<file path="src/rtl/pc_flow_ctrl_if.sv">
// rtl/pc_flow_ctrl_if.sv - decode-side request and program_counter redirect bundle for pc_flow_ctrl
`timescale 1ns/1ps
interface pc_flow_ctrl_if #(
  parameter int WIDTH = 16,
  parameter int DEPTH = 8
);
  logic [WIDTH-1:0]         pc_in;
  logic [WIDTH-1:0]         target;
  logic                     branch_req;
  logic                     cond_true;
  logic                     call_req;
  logic                     ret_req;
  logic                     stall_in;
  logic                     req_ready;
  logic                     jump_enable;
  logic [WIDTH-1:0]         jump_address;
  logic                     flush;
  logic                     fault;
  logic [$clog2(DEPTH):0]   ras_count;

  // decode stage side: drives requests, observes redirects
  modport master (
    output pc_in, target, branch_req, cond_true, call_req, ret_req, stall_in,
    input  req_ready, jump_enable, jump_address, flush, fault, ras_count
  );

  // sequencer side
  modport slave (
    input  pc_in, target, branch_req, cond_true, call_req, ret_req, stall_in,
    output req_ready, jump_enable, jump_address, flush, fault, ras_count
  );
endinterface

</file>
<file path="src/rtl/pc_flow_ctrl.sv">
// rtl/pc_flow_ctrl.sv - branch/call/return sequencer with return-address stack; optional PC_FLOW_RAS_WRAP_EN
`timescale 1ns/1ps
module pc_flow_ctrl #(
  parameter int               WIDTH        = 16,
  parameter int               DEPTH        = 8,
  parameter int               FLUSH_CYCLES = 2,
  parameter logic [WIDTH-1:0] FAULT_VECTOR = WIDTH'(16'hFFF0)
) (
  input logic            clk,
  input logic            reset,
  pc_flow_ctrl_if.slave  bus
);

  localparam int AW = $clog2(DEPTH);
  localparam int CW = AW + 1;

  localparam logic [2:0] S_RUN        = 3'd0;
  localparam logic [2:0] S_REDIRECT   = 3'd1;
  localparam logic [2:0] S_FLUSH      = 3'd2;
  localparam logic [2:0] S_FAULT_JUMP = 3'd3;
  localparam logic [2:0] S_FAULT_HOLD = 3'd4;

  // FLUSH counts down to zero, so it is loaded with one less than its length
  localparam logic [3:0] FLUSH_LOAD = 4'(FLUSH_CYCLES - 1);

  logic [2:0]       state, state_n;
  logic [3:0]       flush_cnt, flush_cnt_n;
  logic [WIDTH-1:0] ras [DEPTH];
  logic [AW-1:0]    ptr;
  logic [AW-1:0]    top_idx;
  logic [CW-1:0]    count;
  logic             full, empty;
  logic             do_push, do_pop;
  logic [WIDTH-1:0] jaddr_n;
  logic             fault_n;

  logic             je_q, flush_q, rdy_q, fault_q;
  logic [WIDTH-1:0] ja_q;

  // ptr is the next free slot; the stack is indexed circularly so the
  // wrap build can overwrite the oldest entry without moving data
  assign top_idx = ptr - 1'b1;
  assign full    = (count == CW'(DEPTH));
  assign empty   = (count == '0);

  assign bus.jump_enable  = je_q;
  assign bus.jump_address = ja_q;
  assign bus.flush        = flush_q;
  assign bus.req_ready    = rdy_q;
  assign bus.fault        = fault_q;
  assign bus.ras_count    = count;

  // next-state decode: request arbitration in RUN, fixed sequencing elsewhere
  always_comb begin
    state_n     = state;
    flush_cnt_n = flush_cnt;
    do_push     = 1'b0;
    do_pop      = 1'b0;
    jaddr_n     = ja_q;
    fault_n     = fault_q;
    case (state)
      S_RUN: begin
        if (!bus.stall_in) begin
          if (bus.ret_req) begin
            if (empty) begin
              fault_n = 1'b1;
              jaddr_n = FAULT_VECTOR;
              state_n = S_FAULT_JUMP;
            end else begin
              do_pop  = 1'b1;
              jaddr_n = ras[top_idx];
              state_n = S_REDIRECT;
            end
          end else if (bus.call_req) begin
`ifdef PC_FLOW_RAS_WRAP_EN
            do_push = 1'b1;
            jaddr_n = bus.target;
            state_n = S_REDIRECT;
`else
            if (full) begin
              fault_n = 1'b1;
              jaddr_n = FAULT_VECTOR;
              state_n = S_FAULT_JUMP;
            end else begin
              do_push = 1'b1;
              jaddr_n = bus.target;
              state_n = S_REDIRECT;
            end
`endif
          end else if (bus.branch_req && bus.cond_true) begin
            jaddr_n = bus.target;
            state_n = S_REDIRECT;
          end
        end
      end
      S_REDIRECT: begin
        if (FLUSH_CYCLES > 0) begin
          state_n     = S_FLUSH;
          flush_cnt_n = FLUSH_LOAD;
        end else begin
          state_n = S_RUN;
        end
      end
      S_FLUSH: begin
        if (flush_cnt == 4'd0) state_n = S_RUN;
        else flush_cnt_n = flush_cnt - 4'd1;
      end
      S_FAULT_JUMP: state_n = S_FAULT_HOLD;
      S_FAULT_HOLD: state_n = S_FAULT_HOLD;
      default:      state_n = S_RUN;
    endcase
  end

  // state, stack bookkeeping and registered outputs
  always_ff @(posedge clk or posedge reset) begin
    if (reset) begin
      state     <= S_RUN;
      flush_cnt <= 4'd0;
      ptr       <= '0;
      count     <= '0;
      je_q      <= 1'b0;
      ja_q      <= '0;
      flush_q   <= 1'b0;
      rdy_q     <= 1'b1;
      fault_q   <= 1'b0;
    end else begin
      state     <= state_n;
      flush_cnt <= flush_cnt_n;
      if (do_push) begin
        ptr <= ptr + 1'b1;
        if (!full) count <= count + 1'b1;
      end else if (do_pop) begin
        ptr   <= top_idx;
        count <= count - 1'b1;
      end
      je_q    <= (state_n == S_REDIRECT) || (state_n == S_FAULT_JUMP);
      flush_q <= (state_n == S_REDIRECT) || (state_n == S_FLUSH) || (state_n == S_FAULT_JUMP);
      rdy_q   <= (state_n == S_RUN);
      ja_q    <= jaddr_n;
      fault_q <= fault_n;
    end
  end

  // return-address storage; contents are meaningless after reset
  always_ff @(posedge clk) begin
    if (do_push) ras[ptr] <= bus.pc_in + 1'b1;
  end

endmodule

</file>
<file path="src/flat_wrapper.sv">
// flat-port wrapper written by rule: the top's interface ports become plain ports
module pc_flow_ctrl_flat 
#(
  parameter int               WIDTH        = 16,
  parameter int               DEPTH        = 8,
  parameter int               FLUSH_CYCLES = 2,
  parameter logic [WIDTH-1:0] FAULT_VECTOR = WIDTH'(16'hFFF0)
)
  (clk, reset, bus_pc_in, bus_target, bus_branch_req, bus_cond_true, bus_call_req, bus_ret_req, bus_stall_in, bus_req_ready, bus_jump_enable, bus_jump_address, bus_flush, bus_fault, bus_ras_count);
  pc_flow_ctrl_if #(.WIDTH(WIDTH), .DEPTH(DEPTH)) bus_i ();
  input logic clk;
  input logic reset;
  input wire logic [$bits(bus_i.pc_in)-1:0] bus_pc_in;
  input wire logic [$bits(bus_i.target)-1:0] bus_target;
  input wire logic [$bits(bus_i.branch_req)-1:0] bus_branch_req;
  input wire logic [$bits(bus_i.cond_true)-1:0] bus_cond_true;
  input wire logic [$bits(bus_i.call_req)-1:0] bus_call_req;
  input wire logic [$bits(bus_i.ret_req)-1:0] bus_ret_req;
  input wire logic [$bits(bus_i.stall_in)-1:0] bus_stall_in;
  output wire logic [$bits(bus_i.req_ready)-1:0] bus_req_ready;
  output wire logic [$bits(bus_i.jump_enable)-1:0] bus_jump_enable;
  output wire logic [$bits(bus_i.jump_address)-1:0] bus_jump_address;
  output wire logic [$bits(bus_i.flush)-1:0] bus_flush;
  output wire logic [$bits(bus_i.fault)-1:0] bus_fault;
  output wire logic [$bits(bus_i.ras_count)-1:0] bus_ras_count;
  assign bus_i.pc_in = bus_pc_in;
  assign bus_i.target = bus_target;
  assign bus_i.branch_req = bus_branch_req;
  assign bus_i.cond_true = bus_cond_true;
  assign bus_i.call_req = bus_call_req;
  assign bus_i.ret_req = bus_ret_req;
  assign bus_i.stall_in = bus_stall_in;
  assign bus_req_ready = bus_i.req_ready;
  assign bus_jump_enable = bus_i.jump_enable;
  assign bus_jump_address = bus_i.jump_address;
  assign bus_flush = bus_i.flush;
  assign bus_fault = bus_i.fault;
  assign bus_ras_count = bus_i.ras_count;
  pc_flow_ctrl #(.WIDTH(WIDTH), .DEPTH(DEPTH), .FLUSH_CYCLES(FLUSH_CYCLES), .FAULT_VECTOR(FAULT_VECTOR)) u_core (.clk(clk), .reset(reset), .bus(bus_i));
endmodule
</file>
<file path="config.mk">
export PLATFORM = sky130hd
export DESIGN_NAME = pc_flow_ctrl_flat
export DESIGN_NICKNAME = d
export VERILOG_FILES = /design/src/rtl/pc_flow_ctrl_if.sv /design/src/rtl/pc_flow_ctrl.sv /design/src/flat_wrapper.sv
export SDC_FILE = /design/constraint.sdc
export NUM_CORES = 1
export LEC_CHECK = 0
export BUFFER_PORTS_ARGS = -buffer_cell sky130_fd_sc_hd__clkbuf_2
export CAP_MARGIN = 5
export CELL_PAD_IN_SITES_DETAIL_PLACEMENT = 1
export CELL_PAD_IN_SITES_GLOBAL_PLACEMENT = 2
export CORE_AREA = 2 2 136 138
export DETAILED_ROUTE_END_ITERATION = 10
export DIE_AREA = 0 0 138 140
export HOLD_SLACK_MARGIN = 0.02
export PLACE_DENSITY_LB_ADDON = 0.1
export SLEW_MARGIN = 20
export SYNTH_ARGS = -nofsm -noshare
export SYNTH_HDL_FRONTEND = slang
export SYNTH_SLANG_ARGS = --single-unit
</file>
<file path="constraint.sdc">
create_clock -name clk -period 3.2 [get_ports clk]
set_clock_uncertainty 0.2 [all_clocks]
set_input_delay 0.32 -clock clk [delete_from_list [all_inputs] [get_ports clk]]
set_output_delay 0.32 -clock clk [all_outputs]
set_load 0.03 [all_outputs]
</file>
==> results of run 1 <==
-- worst paths after layout --
check / endpoint
worst min register to register: u_core.bus.fault
worst min-delay path: u_core.bus.ras_count[0]
worst max register to register: u_core.bus.ras_count[3]
max in group asynchronous: u_core.bus.req_ready
worst max-delay path: u_core.bus.ras_count[3]
min in group asynchronous: u_core.flush_cnt[2]
-- area by class of cell --
type / instances / area, sq um / area share
inverters: 14 / 53.8 / 0.00658
well taps: 229 / 287 / 0.0351
flip-flops and latches: 162 / 4700 / 0.575
clock buffers: 23 / 468 / 0.0573
repair buffers: 94 / 606 / 0.0741
clock inverters: 9 / 81.3 / 0.00995
multi-input cells: 215 / 1980 / 0.242
-- cells in the final DEF (no fill, tap or decap), types with 2 or more instances in the layout --
master / netlist / layout
dfrtp_1: 33 / 32
clkbuf_1: 8 / 4
nand3_1: 22 / 22
dlygate4sd3_1: 0 / 17
nand2b_1: 4 / 4
nand2_1: 16 / 16
clkbuf_16: 0 / 17
edfxtp_1: 128 / 128
clkinv_2: 1 / 5
or4_1: 3 / 3
o32ai_1: 12 / 12
o211ai_1: 3 / 3
nor3b_1: 2 / 2
clkbuf_2: 0 / 62
nor4_1: 2 / 2
clkbuf_8: 0 / 2
mux4_2: 32 / 32
xnor2_1: 14 / 14
buf_4: 0 / 14
mux2i_1: 2 / 2
o22ai_1: 13 / 13
a32oi_1: 4 / 4
inv_1: 12 / 12
nand4_1: 5 / 5
ha_1: 7 / 7
nor3_2: 0 / 2
o21ai_0: 6 / 6
a21oi_1: 3 / 3
a21o_1: 2 / 2
nor2_1: 31 / 31
and3_1: 2 / 2
xor2_1: 6 / 6
-- registers in the layout, summed over array words and instances (netlist names), 3 cells and up --
signal,cells
u_core.ras,128
u_core.flush_cnt,4
u_core.ptr,3
u_core.bus.jump_address,16
u_core.state,3
u_core.bus.ras_count,4
-- critical path: stages (launching register included) --
cell     delay, ns
dfrtp_1       0.51
or4_4         0.65
nor4_4        0.21
inv_2         0.10
ha_1          0.28
a21o_1        0.17
a21oi_1       0.17
mux2i_1       0.25
xnor2_1       0.13
-- power breakdown --
| group | switching (mW) | total (mW) | internal [mW] |
|---|---|---|---|
| combinational | 1.46 | 2.50 | 1.04 |
| clock | 0.790 | 1.90 | 1.11 |
| sequential | 0.244 | 2.78 | 2.54 |
-- cell families after synthesis --
group / synth area share
AOI/OAI and AO/OA: 0.0580
buffers and inverters: 0.0229
adders and majority gates: 0.0158
xor gates and xnor gates: 0.0257
muxes: 0.112
and+or+nand+nor: 0.0770
DFF: 0.688
-- routing by layer --
layer  wire, um  global-route usage  vias up
li1           -                   -     1822
met1       7090               0.223     2027
met2       7740               0.285       81
met3        433              0.0308       21
met4        252              0.0623        0
met5          0                   0        -
-- through the flow --
stage | hold WS [ns] | utilization | cell area [sq um] | total power, mW | instances
after detailed placement | 0.259 | 0.419 | 7450 | 5.35 | 697
after global routing | 0.140 | 0.460 | 8170 | 7.59 | 746
after global placement | 0.256 | 0.419 | 7450 | 5.31 | 697
after CTS | 0.0987 | 0.460 | 8170 | 7.29 | 746
after floorplan | 0.261 | - | 6830 | 4.61 | 410
final | 0.110 | 0.460 | 8170 | 7.19 | 746
==> out/metrics.cfg, run 1 <==
[worst_hold_path]
min_path_cells=2
hold_start=bus_ret_req
min-delay-path-class=in2reg

[global_route]
grt_pass1_wl_um=24600
track_usage=0.170
antenna_found_initial=0
grt_max_degree=36
grt_overflow_total=0
grt_pass1_vias=4317

[synth]
synthDistinctLibCells=53
ys_ff_latch=162
yosysWarnings=0
synth-seq-area-share=0.688
synth_top_area_share=0.563
synth.most_common_cell=edfxtp_1
async_flop_share=0.210
ys.flop_type=edfxtp_1
synth_area_sq_mm=0.00682
synth.avg_cell_area_sq_um=16.6
synth_top_cell_by_area=edfxtp_1
synth_common_cells=128 x edfxtp_1, 33 x dfrtp_1, 32 x mux4_2
synth-edff-count=128
synth_nets=457
netlist_top_cells_area=edfxtp_1 56%, dfrtp_1 12%, mux4_2 11%, xnor2_1 1.8%, nor2_1 1.7%
synth_cells=410

[setup_path]
startpoint_type=flip-flop
cp_max_fo=13
rr_worst_depth=8
regToRegStartpoint=u_core.state[1]
required_ns=3.35
arrival_ns=2.90
critPathLaunch=u_core.state[1]
r2r_slack_ns=0.45
end_kind=flip-flop
critPathKind=reg2reg

[final_layout]
synthToLayoutAreaGrowth_pct=19.8
layout.nets=551
drive_above_1_share=0.292
fill_cells=1753
diodes=0

[place]
place_ws_ns=0.438
dpl.hpwl_um=10600
io_buffers=62
place.gp.congestion=0.755

[cts]
cts_setup_buffers=0
ctsResizeCount=0
holdBufCountCts=17
clkSlewWorstSetupHoldPaths_ns=0.06
numCtsBuffers=17
cts_sinks=162
clk_latency_ns=0.42
cts_buffer_depth=2
root_buffer=clkbuf_16
h-tree-depth=4
cts_tree=done

[power]
p_leak_nw=2.90
ir_drop_v=0.000419
p_per_area_mw_per_mm2=879

[floorplanning]
die_area_sq_mm=0.0193
rows=49
ioPinCount=63
die_height_um=140
coreArea_sq_mm=0.0178
die_x_um=138
start_util=0.384

[run]
max-cap-violations=0

[timing]
finalMaxSlewViolations=0
min_period_over_period=0.859
timing_hold_violations_final=0
clock.fmax_mhz=364
setup-violations-final=0
setup-tns-final_ns=0
rsz0062_at_grt=no
worstMarginPinSlew_ns=0.805
finalWorstSetupSlack_ns=0.450
relSlewSlack=0.459
finalCriticalPeriod_ns=2.75

[outcome]
status=finished clean

[routing]
postRouteAntennaNets=0
drt-initial-drc-count=147
detail_route.wirelength_um=15500
num_vias=3951
drt-pass1-iter-count=4
vias_per_cell=5.30
avgRoutedWirePerCell_um=20.8
drc_errors=0

No activity file was read; power rests on OpenSTA's default activity.
==> run 2, diff against run 1 <==
--- a/config.mk
+++ b/config.mk
@@ -8,12 +8,13 @@
 export BUFFER_PORTS_ARGS = -buffer_cell sky130_fd_sc_hd__clkbuf_2
 export CAP_MARGIN = 5
 export CELL_PAD_IN_SITES_DETAIL_PLACEMENT = 1
-export CELL_PAD_IN_SITES_GLOBAL_PLACEMENT = 2
-export CORE_AREA = 2 2 136 138
+export CELL_PAD_IN_SITES_GLOBAL_PLACEMENT = 1
+export CORE_AREA = 2 2 127 129
 export DETAILED_ROUTE_END_ITERATION = 10
-export DIE_AREA = 0 0 138 140
+export DIE_AREA = 0 0 129 131
 export HOLD_SLACK_MARGIN = 0.02
 export PLACE_DENSITY_LB_ADDON = 0.1
+export RECOVER_POWER = 25
 export SLEW_MARGIN = 20
 export SYNTH_ARGS = -nofsm -noshare
 export SYNTH_HDL_FRONTEND = slang
==> run 2 against run 1 <==
Core utilization is 6.6 points higher. Flip-flop and latch count stayed put. Cell area grew 0.28%. Highest routed layer unchanged. Critical path depth is the same. Final cell count is 1.2% lower. Critical path type unchanged. Clock-buffer cell count fell by 6. Via count is 1.2% higher.
==> out/metrics.cfg, run 2 (synthesis results as in run 1) <==
[outcome]
status=finished clean

[cts]
cts_sinks=162  ; unchanged
root_buffer=clkbuf_16
cts_tree=done
clk_latency_ns=0.43  ; about the same
h-tree-depth=4  ; unchanged
numCtsBuffers=17  ; unchanged
ctsResizeCount=0  ; unchanged
cts_buffer_depth=2  ; unchanged
clkSlewWorstSetupHoldPaths_ns=0.07  ; about the same

[place]
io_buffers=62  ; unchanged
place_ws_ns=0.459  ; +0.0207 ns
dpl.hpwl_um=10500  ; -0.70%
numPlacedInstances=688  ; -1.3%
place.gp.congestion=0.765  ; +1.4%

[setup_path]
cpPeakStageDelay_ns=0.66  ; about the same
regToRegStartpoint=u_core.state[1]
critPathLaunch=u_core.state[1]
end_kind=flip-flop
startpoint_type=flip-flop
critPathKind=reg2reg
crit_path_cell_trace=or4_4 > nor4_4 > inv_2 > ha_1 > a21o_1 > a21oi_1 > mux2i_1 > xnor2_1
cp_max_fo=13  ; unchanged
slowest_stage=or4_4
required_ns=3.36  ; about the same
arrival_ns=2.91  ; about the same

[timing]
relSlewSlack=0.420  ; -0.0393
finalCriticalPeriod_ns=2.75  ; +0.00262 ns
min_period_over_period=0.860  ; about the same
worstMarginPinSlew_ns=0.862  ; +0.0567 ns
finalWorstSetupSlack_ns=0.447  ; -0.00262 ns
setup-tns-final_ns=0  ; unchanged
timing_hold_violations_final=0  ; unchanged
finalMaxSlewViolations=0  ; unchanged
rsz0062_at_grt=no
setup-violations-final=0  ; unchanged
clock.fmax_mhz=363  ; about the same

[routing]
num_vias=3999  ; +1.2%
detail_route.wirelength_um=15300  ; -1.3%
drt-pass1-iter-count=4  ; unchanged
drc_errors=0  ; unchanged
drt-initial-drc-count=179  ; +22%
vias_per_cell=5.43  ; +2.5%
avgRoutedWirePerCell_um=20.8  ; about the same
postRouteAntennaNets=0  ; unchanged

[global_route]
grt_max_degree=36  ; unchanged
track_usage=0.194  ; +0.0245
antenna_found_initial=0  ; unchanged
grt_pass1_wl_um=23700  ; -3.9%
grt_overflow_total=0  ; unchanged
grt_pass1_vias=4182  ; -3.1%

[final_layout]
final_common_cell=edfxtp_1
largest_reg_flops=128  ; unchanged
top_register=u_core.ras
layout.nets=555  ; +0.73%
synthToLayoutAreaGrowth_pct=20.1
diodes=0  ; unchanged
most-common-layout-cells=128 x edfxtp_1, 57 x clkbuf_2, 32 x mux4_2, 32 x dfrtp_1, 31 x nor2_1
fin_cells=737  ; -1.2%
drive_above_1_share=0.288  ; -0.00416
utilization=0.525  ; +0.0658

[floorplanning]
ioPinCount=63  ; unchanged
die_height_um=131  ; -6.4%
start_util=0.437  ; +0.0537
rows=46  ; -6.1%
coreArea_sq_mm=0.0156  ; -12%
die_area_sq_mm=0.0169  ; -13%
die_x_um=129  ; -6.5%

[power]
p_leak_nw=2.89  ; -0.30%
ir_drop_v=0.000522  ; +24%
swShare=0.352  ; +0.00398
p_per_area_mw_per_mm2=884  ; +0.52%
intPower_mw=4.70  ; +0.18%
p_comb_frac=0.351  ; +0.003
clock_power_share=0.264  ; about the same
seqPwrFrac=0.385  ; -0.002
p_switching_mw=2.55  ; +2.0%

[worst_hold_path]
hold_start=bus_ret_req
min-delay-path-class=in2reg

[run]
max-cap-violations=0  ; unchanged

## run 2: cell types whose count changed in the layout (fill, tap and decap cells not counted), sizes merged
cell,before,now
clkbuf,85,81
clkinvlp,1,4
buf,15,17
inv,15,17
clkinv,6,7
## run 2: layout make-up
cell class                      instances  area (sq um)
Timing Repair Buffer                   98           634
Fill cell                            1492          7400
Clock buffer                           17           425
Inverter                               14          53.8
Sequential cell                       162          4700
Clock inverter                         15           134
Tap cell                              216           270
Multi-Input combinational cell        215          1980
## run 2: critical path, delay by kind of cell (launching register included)
kind	cells	cell delay [ns]
adders and majority gates	1	0.28
buffers and inverters	1	0.10
xor gates and xnor gates	1	0.13
and+or+nand+nor	2	0.87
AOI/OAI and AO/OA	2	0.35
muxes	1	0.23
DFF	1	0.51
## run 2: path summary, 6_finish.rpt
kind / to / slack (ns) / depth (start not counted)
worst min register to register: u_core.bus.fault / 0.26 / 1
min in group asynchronous: u_core.bus.ras_count[0] / 0.19 / 3
worst max register to register: u_core.bus.ras_count[3] / 0.45 / 8
max in group asynchronous: u_core.ptr[0] / 1.49 / 4
worst min-delay path: u_core.bus.ras_count[0] / 0.09 / 2
worst max-delay path: u_core.bus.ras_count[3] / 0.45 / 8
## run 2: power groups by stage
stage | combinational (mW) | clock [mW] | sequential [mW]
4_1_cts | 2.59 | 1.95 | 2.79
6_report | 2.54 | 1.91 | 2.79
5_1_grt | 2.77 | 2.04 | 2.83
3_3_place_gp | 2.52 | 0 | 2.81
2_1_floorplan | 1.60 | 0 | 3.01
3_5_place_dp | 2.57 | 0 | 2.83
## run 2: per-stage QoR
step | hold WS [ns] | power (mW) | area, sq um
final | 0.0871 | 7.24 | 8200
after global routing | 0.122 | 7.64 | 8200
after CTS | 0.0696 | 7.34 | 8210
after detailed placement | 0.0962 | 5.40 | 7480
after global placement | 0.0916 | 5.33 | 7480
after floorplan | 0.261 | 4.61 | 6830
## run 2: what timing repair did
action                     in CTS  in global routing
hold buffers                   17                  0
setup buffers                   0                  0
hold endpoints to repair       39                  0
setup endpoints to repair       0                  0
## run 2: metal layers
metal | vias up | routed length, um | share of wire | track usage
met2 | 83 | 7680 | 0.50 | 0.325
li1 | 1828 | - | - | -
met4 | 0 | 212 | 0.014 | 0.0671
met1 | 2074 | 6880 | 0.45 | 0.257
met3 | 14 | 543 | 0.035 | 0.0383
met5 | - | 0 | 0 | 0
==> run 3, diff against run 2 <==
--- a/config.mk
+++ b/config.mk
@@ -15,6 +15,7 @@
 export HOLD_SLACK_MARGIN = 0.02
 export PLACE_DENSITY_LB_ADDON = 0.1
 export RECOVER_POWER = 25
+export REMOVE_ABC_BUFFERS = 1
 export SLEW_MARGIN = 20
 export SYNTH_ARGS = -nofsm -noshare
 export SYNTH_HDL_FRONTEND = slang
==> run 3 against run 2 <==
Global-route usage up 1.2 points. Routed wire length is 5.2% higher. First-iteration DRC count grew 38%. Fmax increased by 1.2%. Largest cell class unchanged.
==> out/metrics.cfg, run 3 (synthesis results as in run 1) <==
[floorplanning]
die_area_sq_mm=0.0169  ; unchanged
start_util=0.437  ; unchanged
coreArea_sq_mm=0.0156  ; unchanged
die_height_um=131  ; unchanged
ioPinCount=63  ; unchanged
rows=46  ; unchanged
die_x_um=129  ; unchanged

[global_route]
grt_pass1_vias=4297  ; +2.7%
grt_pass1_wl_um=25100  ; +5.9%
grt_overflow_total=0  ; unchanged
antenna_found_initial=0  ; unchanged
grt_max_degree=36  ; unchanged
track_usage=0.206  ; +0.0120

[routing]
routed.top_layer=met4
wl_met1_um=7460  ; +8.4%
drt-pass1-iter-count=4  ; unchanged
postRouteAntennaNets=0  ; unchanged
wl_met3_um=435  ; -20%
drt-initial-drc-count=247  ; +38%
wl_met2_um=8090  ; +5.3%
detail_route.wirelength_um=16100  ; +5.2%
num_vias=4037  ; +0.95%
drc_errors=0  ; unchanged
avgRoutedWirePerCell_um=21.9  ; +5.4%
vias_per_cell=5.49  ; +1.1%

[final_layout]
layout.nets=555  ; unchanged
fill_cells=1485  ; -0.47%
drive_above_1_share=0.262  ; -0.0264
synthToLayoutAreaGrowth_pct=19.5
seq_area_sq_mm=0.00470  ; unchanged
largest_reg_flops=128  ; unchanged
most-common-layout-cells=128 x edfxtp_1, 42 x clkbuf_2, 32 x mux4_2, 32 x dfrtp_1, 31 x nor2_1
final_common_cell=edfxtp_1
top_register=u_core.ras
multi_input_area_sq_mm=0.00198  ; unchanged
diodes=0  ; unchanged

[power]
p_total_mw=7.20  ; -0.61%
ir_drop_v=0.000458  ; -12%
p_per_area_mw_per_mm2=883  ; -0.10%
p_leak_nw=2.86  ; -0.86%

[cts]
clkSlewWorstSetupHoldPaths_ns=0.06  ; about the same
ctsResizeCount=0  ; unchanged
clk_latency_ns=0.43  ; about the same
root_buffer=clkbuf_16
cts_sinks=162  ; unchanged
cts_tree=done
numCtsBuffers=17  ; unchanged
h-tree-depth=4  ; unchanged
cts_buffer_depth=2  ; unchanged

[timing]
clock.fmax_mhz=368  ; +1.2%
finalMaxSlewViolations=0  ; unchanged
min_period_over_period=0.850  ; -0.0102
finalCriticalPeriod_ns=2.72  ; -0.0328 ns
worstMarginPinSlew_ns=1.02  ; +0.163 ns
setup-violations-final=0  ; unchanged
setup-tns-final_ns=0  ; unchanged
rsz0062_at_grt=no
relSlewSlack=0.316  ; -0.104
finalWorstSetupSlack_ns=0.480  ; +0.0328 ns
timing_hold_violations_final=0  ; unchanged

[place]
dpl.hpwl_um=10600  ; +1.4%
place_ws_ns=0.486  ; +0.0273 ns
place.gp.congestion=0.781  ; +2.1%
io_buffers=62  ; unchanged

[run]
max-cap-violations=0  ; unchanged

[setup_path]
arrival_ns=2.88  ; -0.03 ns
cp_max_fo=13  ; unchanged
critPathKind=reg2reg
startpoint_type=flip-flop
required_ns=3.36  ; about the same
end_kind=flip-flop

[outcome]
status=finished clean

[worst_hold_path]
min-delay-path-class=in2reg

[run 3: cell count changes in the layout (fill, tap and decap cells not counted), sizes merged]
cell and delta:
dlygate4sd3 -2, bufinv +1, clkinv +1, clkinvlp -4, buf +3
[run 3: where the power goes]
part           switching (mW)  internal (mW)
Sequential              0.256           2.54
Combinational            1.43          0.989
Clock                   0.841           1.15
Total                    2.53           4.67
[run 3: worst paths after layout]
| path | from | endpoint | slack (ns) | cells past startpoint |
|---|---|---|---|---|
| min in group asynchronous | reset | u_core.bus.flush | 0.47 | 3 |
| hold reg to reg | u_core.bus.fault | u_core.bus.fault | 0.28 | 1 |
| setup reg to reg | u_core.state[1] | u_core.bus.ras_count[3] | 0.48 | 8 |
| setup / recovery | u_core.state[1] | u_core.bus.ras_count[3] | 0.48 | 8 |
| max in group asynchronous | reset | u_core.bus.jump_address[7] | 1.58 | 4 |
| hold / removal | bus_target[14] | u_core.bus.jump_address[14] | 0.03 | 3 |
[run 3: per-stage QoR]
step | util | hold slack, ns | cells | instance area [sq um]
global placement | 0.479 | 0.265 | 690 | 7470
CTS | 0.525 | 0.0366 | 736 | 8180
finish | 0.523 | 0.0319 | 736 | 8150
detailed placement | 0.479 | 0.265 | 690 | 7470
floorplan | - | 0.221 | 391 | 6720
global route | 0.523 | 0.0314 | 736 | 8150
[run 3: area by class of cell]
class | count | area share
inverter | 14 | 0.00660
sequential | 162 | 0.576
clock inverter | 13 | 0.0164
clock buffer | 18 | 0.0526
multi-input combinational | 215 | 0.243
timing repair buffer | 98 | 0.0723
tap | 216 | 0.0331
[run 3: per-layer routing]
layer,vias up,track usage
met5,-,0
met4,0,0.0665
met3,14,0.0436
met2,77,0.345
met1,2126,0.273
li1,1820,-
[run 3: timing repair]
action	CTS	global route
endpoints found under the hold margin	36	0
hold buffers	15	0
buffers inserted	0	0
[run 3: critical path, cell delays in order, from the launching register on]
cell	delay, ns
dfrtp_1	0.51
or4_4	0.65
nor4_4	0.20
inv_2	0.10
ha_1	0.28
a21o_1	0.18
a21oi_1	0.16
mux2i_1	0.23
xnor2_1	0.13
